$ cat config.mk
export PLATFORM = sky130hd
export DESIGN_NAME = updown_counter_param
export DESIGN_NICKNAME = d
export VERILOG_FILES = /design/src/rtl/updown_counter_param.sv
export SDC_FILE = /design/constraint.sdc
export NUM_CORES = 1
export LEC_CHECK = 0
export ABC_CLOCK_PERIOD_IN_PS = 4450
export CAP_MARGIN = 25
export CORE_ASPECT_RATIO = 0.75
export CORE_MARGIN = 3
export CORE_UTILIZATION = 55
export DETAILED_ROUTE_END_ITERATION = 12
export GPL_TIMING_DRIVEN = 0
export PLACE_DENSITY_LB_ADDON = 0.12
export REMOVE_ABC_BUFFERS = 1
export SYNTH_ARGS = -nofsm -noshare
export SYNTH_HDL_FRONTEND = slang
export SYNTH_SLANG_ARGS = --single-unit
export TNS_END_PERCENT = 1
$ cat constraint.sdc
create_clock -name clock -period 4.45 [get_ports clock]
set_clock_uncertainty 0.2 [all_clocks]
set_input_delay 0.6675 -clock clock [delete_from_list [all_inputs] [get_ports clock]]
set_output_delay 0.6675 -clock clock [all_outputs]
set_load 0.02 [all_outputs]
$ cat src/rtl/updown_counter_param.sv
// Parametrised up/down counter: selectable step, parallel load with range check,
// programmable modulus. Define UPDOWN_COUNTER_SATURATE_EN to saturate instead of wrap.
module updown_counter_param #(
  parameter int unsigned     WIDTH       = 16,
  parameter int unsigned     STEP_WIDTH  = 4,
  parameter longint unsigned MAX_VALUE   = (64'd1 << WIDTH) - 64'd1,
  parameter longint unsigned RESET_VALUE = 64'd0
) (
  input  logic                  clock,
  input  logic                  reset,
  input  logic                  enable,
  input  logic [1:0]            control,
  input  logic [STEP_WIDTH-1:0] step,
  input  logic [WIDTH-1:0]      load_value,
  output logic [WIDTH-1:0]      out,
  output logic                  wrap,
  output logic                  load_err,
  output logic                  at_max,
  output logic                  at_zero
);

  typedef enum logic [1:0] {
    OP_CLEAR = 2'b00,
    OP_UP    = 2'b01,
    OP_LOAD  = 2'b10,
    OP_DOWN  = 2'b11
  } op_e;

  // Parameter sanity checks, reported at elaboration.
  if (WIDTH < 2 || WIDTH > 63) begin : g_bad_width
    $error("updown_counter_param: WIDTH must be in 2..63");
  end
  if (STEP_WIDTH < 1 || STEP_WIDTH > WIDTH) begin : g_bad_step_width
    $error("updown_counter_param: STEP_WIDTH must be in 1..WIDTH");
  end
  if (MAX_VALUE > ((64'd1 << WIDTH) - 64'd1) ||
      MAX_VALUE < ((64'd1 << STEP_WIDTH) - 64'd1)) begin : g_bad_max
    $error("updown_counter_param: MAX_VALUE out of range");
  end
  if (RESET_VALUE > MAX_VALUE) begin : g_bad_reset
    $error("updown_counter_param: RESET_VALUE exceeds MAX_VALUE");
  end

  localparam logic [WIDTH:0]   MAX_W  = MAX_VALUE[WIDTH:0];
  localparam logic [WIDTH-1:0] MAX_LO = MAX_W[WIDTH-1:0];
  // Modulus truncated to WIDTH bits; zero when the counter spans the full range.
  localparam logic [WIDTH-1:0] MOD_LO = MAX_LO + {{(WIDTH-1){1'b0}}, 1'b1};
  localparam logic [WIDTH-1:0] RST_LO = RESET_VALUE[WIDTH-1:0];

  logic [WIDTH-1:0] out_q, out_d;
  logic             wrap_q, wrap_d;
  logic             load_err_q, load_err_d;
  logic [WIDTH-1:0] step_w;
  logic [WIDTH:0]   sum_w;
  op_e              op;

  if (STEP_WIDTH < WIDTH) begin : g_step_ext
    assign step_w = {{(WIDTH-STEP_WIDTH){1'b0}}, step};
  end else begin : g_step_full
    assign step_w = step;
  end

  assign op    = op_e'(control);
  assign sum_w = {1'b0, out_q} + {1'b0, step_w};

  // Wrapped results are formed modulo 2**WIDTH; the true value is always in 0..MAX_VALUE.
  always_comb begin
    out_d      = out_q;
    wrap_d     = 1'b0;
    load_err_d = 1'b0;
    if (enable) begin
      case (op)
        OP_CLEAR: out_d = '0;
        OP_UP: begin
          if (sum_w <= MAX_W) begin
            out_d = sum_w[WIDTH-1:0];
          end else begin
            wrap_d = 1'b1;
`ifdef UPDOWN_COUNTER_SATURATE_EN
            out_d  = MAX_LO;
`else
            out_d  = sum_w[WIDTH-1:0] - MOD_LO;
`endif
          end
        end
        OP_DOWN: begin
          if (step_w <= out_q) begin
            out_d = out_q - step_w;
          end else begin
            wrap_d = 1'b1;
`ifdef UPDOWN_COUNTER_SATURATE_EN
            out_d  = '0;
`else
            out_d  = out_q - step_w + MOD_LO;
`endif
          end
        end
        OP_LOAD: begin
          if (load_value <= MAX_LO) begin
            out_d = load_value;
          end else begin
            out_d      = MAX_LO;
            load_err_d = 1'b1;
          end
        end
        default: out_d = out_q;
      endcase
    end
  end

  always_ff @(posedge clock) begin
    if (reset) begin
      out_q      <= RST_LO;
      wrap_q     <= 1'b0;
      load_err_q <= 1'b0;
    end else begin
      out_q      <= out_d;
      wrap_q     <= wrap_d;
      load_err_q <= load_err_d;
    end
  end

  assign out      = out_q;
  assign wrap     = wrap_q;
  assign load_err = load_err_q;
  assign at_max   = (out_q == MAX_LO);
  assign at_zero  = (out_q == '0);

endmodule

==> flow_summary.yaml <==
status:
  outcome: "finished clean"
final_layout:
  postLayoutCoreUtil_pct: 73.4
  mostFrequentLayoutCell: "clkdlybuf4s50_1"
  antenna_cells: 0
  final_cell_mix: "clkdlybuf4s50_1 (43), nor2_1 (25), a21oi_1 (17), dfxtp_1 (17)"
  num-nets-final: 322
  fill_cells: 263
  layout-drive-gt1-share_pct: 5.24
  stdcell_count: 324
  synthToLayoutAreaGrowth_pct: 19.8
grt:
  antenna_found_initial: 0
  overflow: 0
  grt_pass1_vias: 1969
  grt_pass1_wl_um: 9530
  grtUsageTotal_pct: 28.3
  grt_max_degree: 23
power_and_ir_drop:
  intPower_w: 0.000346
  p_switching_w: 0.000248
  swShare_pct: 41.8
  seq_power_share_pct: 33.4
  ir_drop_mv: 0.141
  comb_power_share_pct: 46.0
  p_leak_nw: 0.818
  cellPowerDensity_nw_per_um2: 257
  clkPwrFrac_pct: 20.6
place:
  io_buffers: 43
  place_ws_ns: 0.847
  dp_hpwl_um: 4310
  gp_congestion: 0.911
  dp_cells: 320
hold_path:
  hold_path_class: "reg -> reg"
cts:
  ctsHoldBuffers: 0
  cts_buffers: 3
  cts_num_sinks: 17
  post_cts_resized: 0
  cts_tree: "yes"
  clk_latency_ns: 0.26
  ctsHtreeMaxLevel: 1
  cts_setup_buffers: 0
  clk_pin_slew_ns: 0.08
  cts-root-buf: "clkbuf_8"
  clock_path_buffers: 2
setup_path:
  cp-end-kind: "output port"
  path_cells: "or4_1, nor3_1, and4_1, clkdlybuf4s50_1"
  crit_type: "reg -> out"
  critPathLaunchType: "flop"
  crit_path_top_delay_cell: "or4_1"
  slowest_delay_ns: 0.64
  critPathRequiredTime_ns: 3.58
  cp_max_fo: 14
  cp_data_arrival_time_ns: 2.53
synthesis:
  synth_mux_area_share_pct: 3.63
  synthArstFlopShare_pct: 0
  ys_seq_elements: 17
  yosysSeqAreaShare_pct: 17.6
  synth-simple-area-share_pct: 27.9
  synth_area_um2: 1930
  synthXorXnorAreaFrac_pct: 1.36
  synth_edf_count: 0
  avgSynthCellArea_um2: 7.42
  synth-compound-area-share_pct: 31.1
  ys_warn_count: 0
  synth_ff_type: "dfxtp_1"
  synth_cell_types: 64
  synth_fa_ha_area_share_pct: 7.26
  synth_top_family_by_area: "compound AO/OA/AOI/OAI gates"
  syn-instance-count: 260
timing:
  fin_crit_sh_pct: 76.4
  hold_viol: 0
  drv_slew: 0
  slew_headroom_pct: 33.1
  hold_ws_ns: 0.355
  setup_viol: 0
  clock.fmax_ghz: 0.294
  period_minus_slack_ns: 3.40
  tightest_slew_ns: 1.00
  setup_tns_ns: 0
  rsz0062_at_grt: "false"
  setup_slack_ns: 1.05
floorplanning:
  fp.dieW_um: 74.4
  design.core.area_um2: 3150
  die_area_um2: 4260
  start_util_pct: 61.3
  die_y_um: 57.3
  ioPinCount: 45
  num_rows: 17
route:
  drcViolationCount: 0
  drt_iter0_drc: 240
  vias: 2245
  ant_nets: 0
  wirelength_um: 6050
  first_pass_iters: 7
  post_drt_wl_per_cell_um: 18.7
  vias_per_cell: 6.93
job:
  cap_violations: 0
-- synthesized netlist by cell type (all sizes together), types with 2 or more instances --
| library cell | count | area, um2 |
|---|---|---|
| a22oi | 2 | 15.0 |
| o21a | 3 | 22.5 |
| fa | 2 | 40.0 |
| nand3 | 13 | 70.1 |
| o31ai | 2 | 15.0 |
| a311o | 2 | 20.0 |
| a31oi | 10 | 62.6 |
| a2111oi | 2 | 17.5 |
| dfxtp | 17 | 340 |
| clkbuf | 11 | 41.3 |
| o31a | 2 | 18.8 |
| or3 | 3 | 23.8 |
| nor3 | 9 | 45.0 |
| nand2b | 2 | 12.5 |
| a21oi | 17 | 85.1 |
| inv | 17 | 63.8 |
| nor2b | 5 | 31.3 |
| a221oi | 4 | 35.0 |
| and4 | 2 | 17.5 |
| or4 | 5 | 37.5 |
| and3 | 3 | 18.8 |
| buf | 10 | 101 |
| nand4 | 6 | 37.5 |
| a211oi | 9 | 72.6 |
| ha | 8 | 100 |
| nand2 | 17 | 66.3 |
| xor2 | 2 | 17.5 |
| a311oi | 4 | 52.6 |
| mux2i | 7 | 70.1 |
| o211ai | 2 | 15.0 |
| o22ai | 2 | 12.5 |
| nor2 | 25 | 93.8 |
| o21ai | 9 | 45.0 |
| nor4 | 5 | 31.3 |
-- kinds of logic (layout without fill, tap and decap cells) --
kind of cell | Yosys count | in the layout
simple gates | 101 | 101
compound gates | 82 | 82
buf+inv | 39 | 65
flops | 17 | 17
fa+ha+maj | 10 | 10
mux | 7 | 7
xor+xnor | 3 | 3
other cells | 1 | 1
-- power groups by stage --
stage / clock network, W / registers [W] / logic, W
global route: 0.000127 / 0.000202 / 0.000295
detailed placement: 0 / 0.000201 / 0.000266
floorplan: 0 / 0.000212 / 0.000145
finish: 0.000123 / 0.000199 / 0.000273
global placement: 0 / 0.000200 / 0.000262
CTS: 0.000123 / 0.000197 / 0.000267
-- metal layers --
metal	up-vias	GRT usage [%]	part of all wire (%)
li1	1047	-	-
met1	1013	40.9	42
met2	167	41.8	43
met3	18	7.04	13
met4	0	6.85	1.8
met5	-	0	0
-- area by class of cell --
cell class	instances	area, um2	share of cell area [%]
multi-input cells	204	1380	59.7
repair buffers	43	430	18.6
flip-flops and latches	17	340	14.7
inverters	18	67.6	2.92
well taps	38	47.5	2.06
clock buffers	3	41.3	1.79
clock inverters	1	5.00	0.217
-- worst paths after layout --
| kind | startpoint | end | slack (ns) | cells past startpoint |
|---|---|---|---|---|
| max | out[10] | at_zero | 1.05 | 4 |
| min | out[0] | out[0] | 0.35 | 2 |
| max reg2reg | out[0] | out[12] | 1.55 | 8 |
| min reg2reg | out[0] | out[0] | 0.35 | 2 |
-- critical path, delay by kind of cell (launching register included) --
kind / cells / cell delay (ns)
and+or+nand+nor: 3 / 1.22
buffers and inverters: 1 / 0.60
DFF: 1 / 0.44
-- stage by stage --
stage | total power, W | instance area, um2
global placement | 0.000462 | 2260
finish | 0.000595 | 2310
floorplan | 0.000357 | 1790
CTS | 0.000587 | 2310
global route | 0.000624 | 2310
detailed placement | 0.000466 | 2260
-- sequential cells by signal, indices dropped and copies added (netlist names) --
register  count
out          16
wrap          1
(Power assumes the default switching activity.)
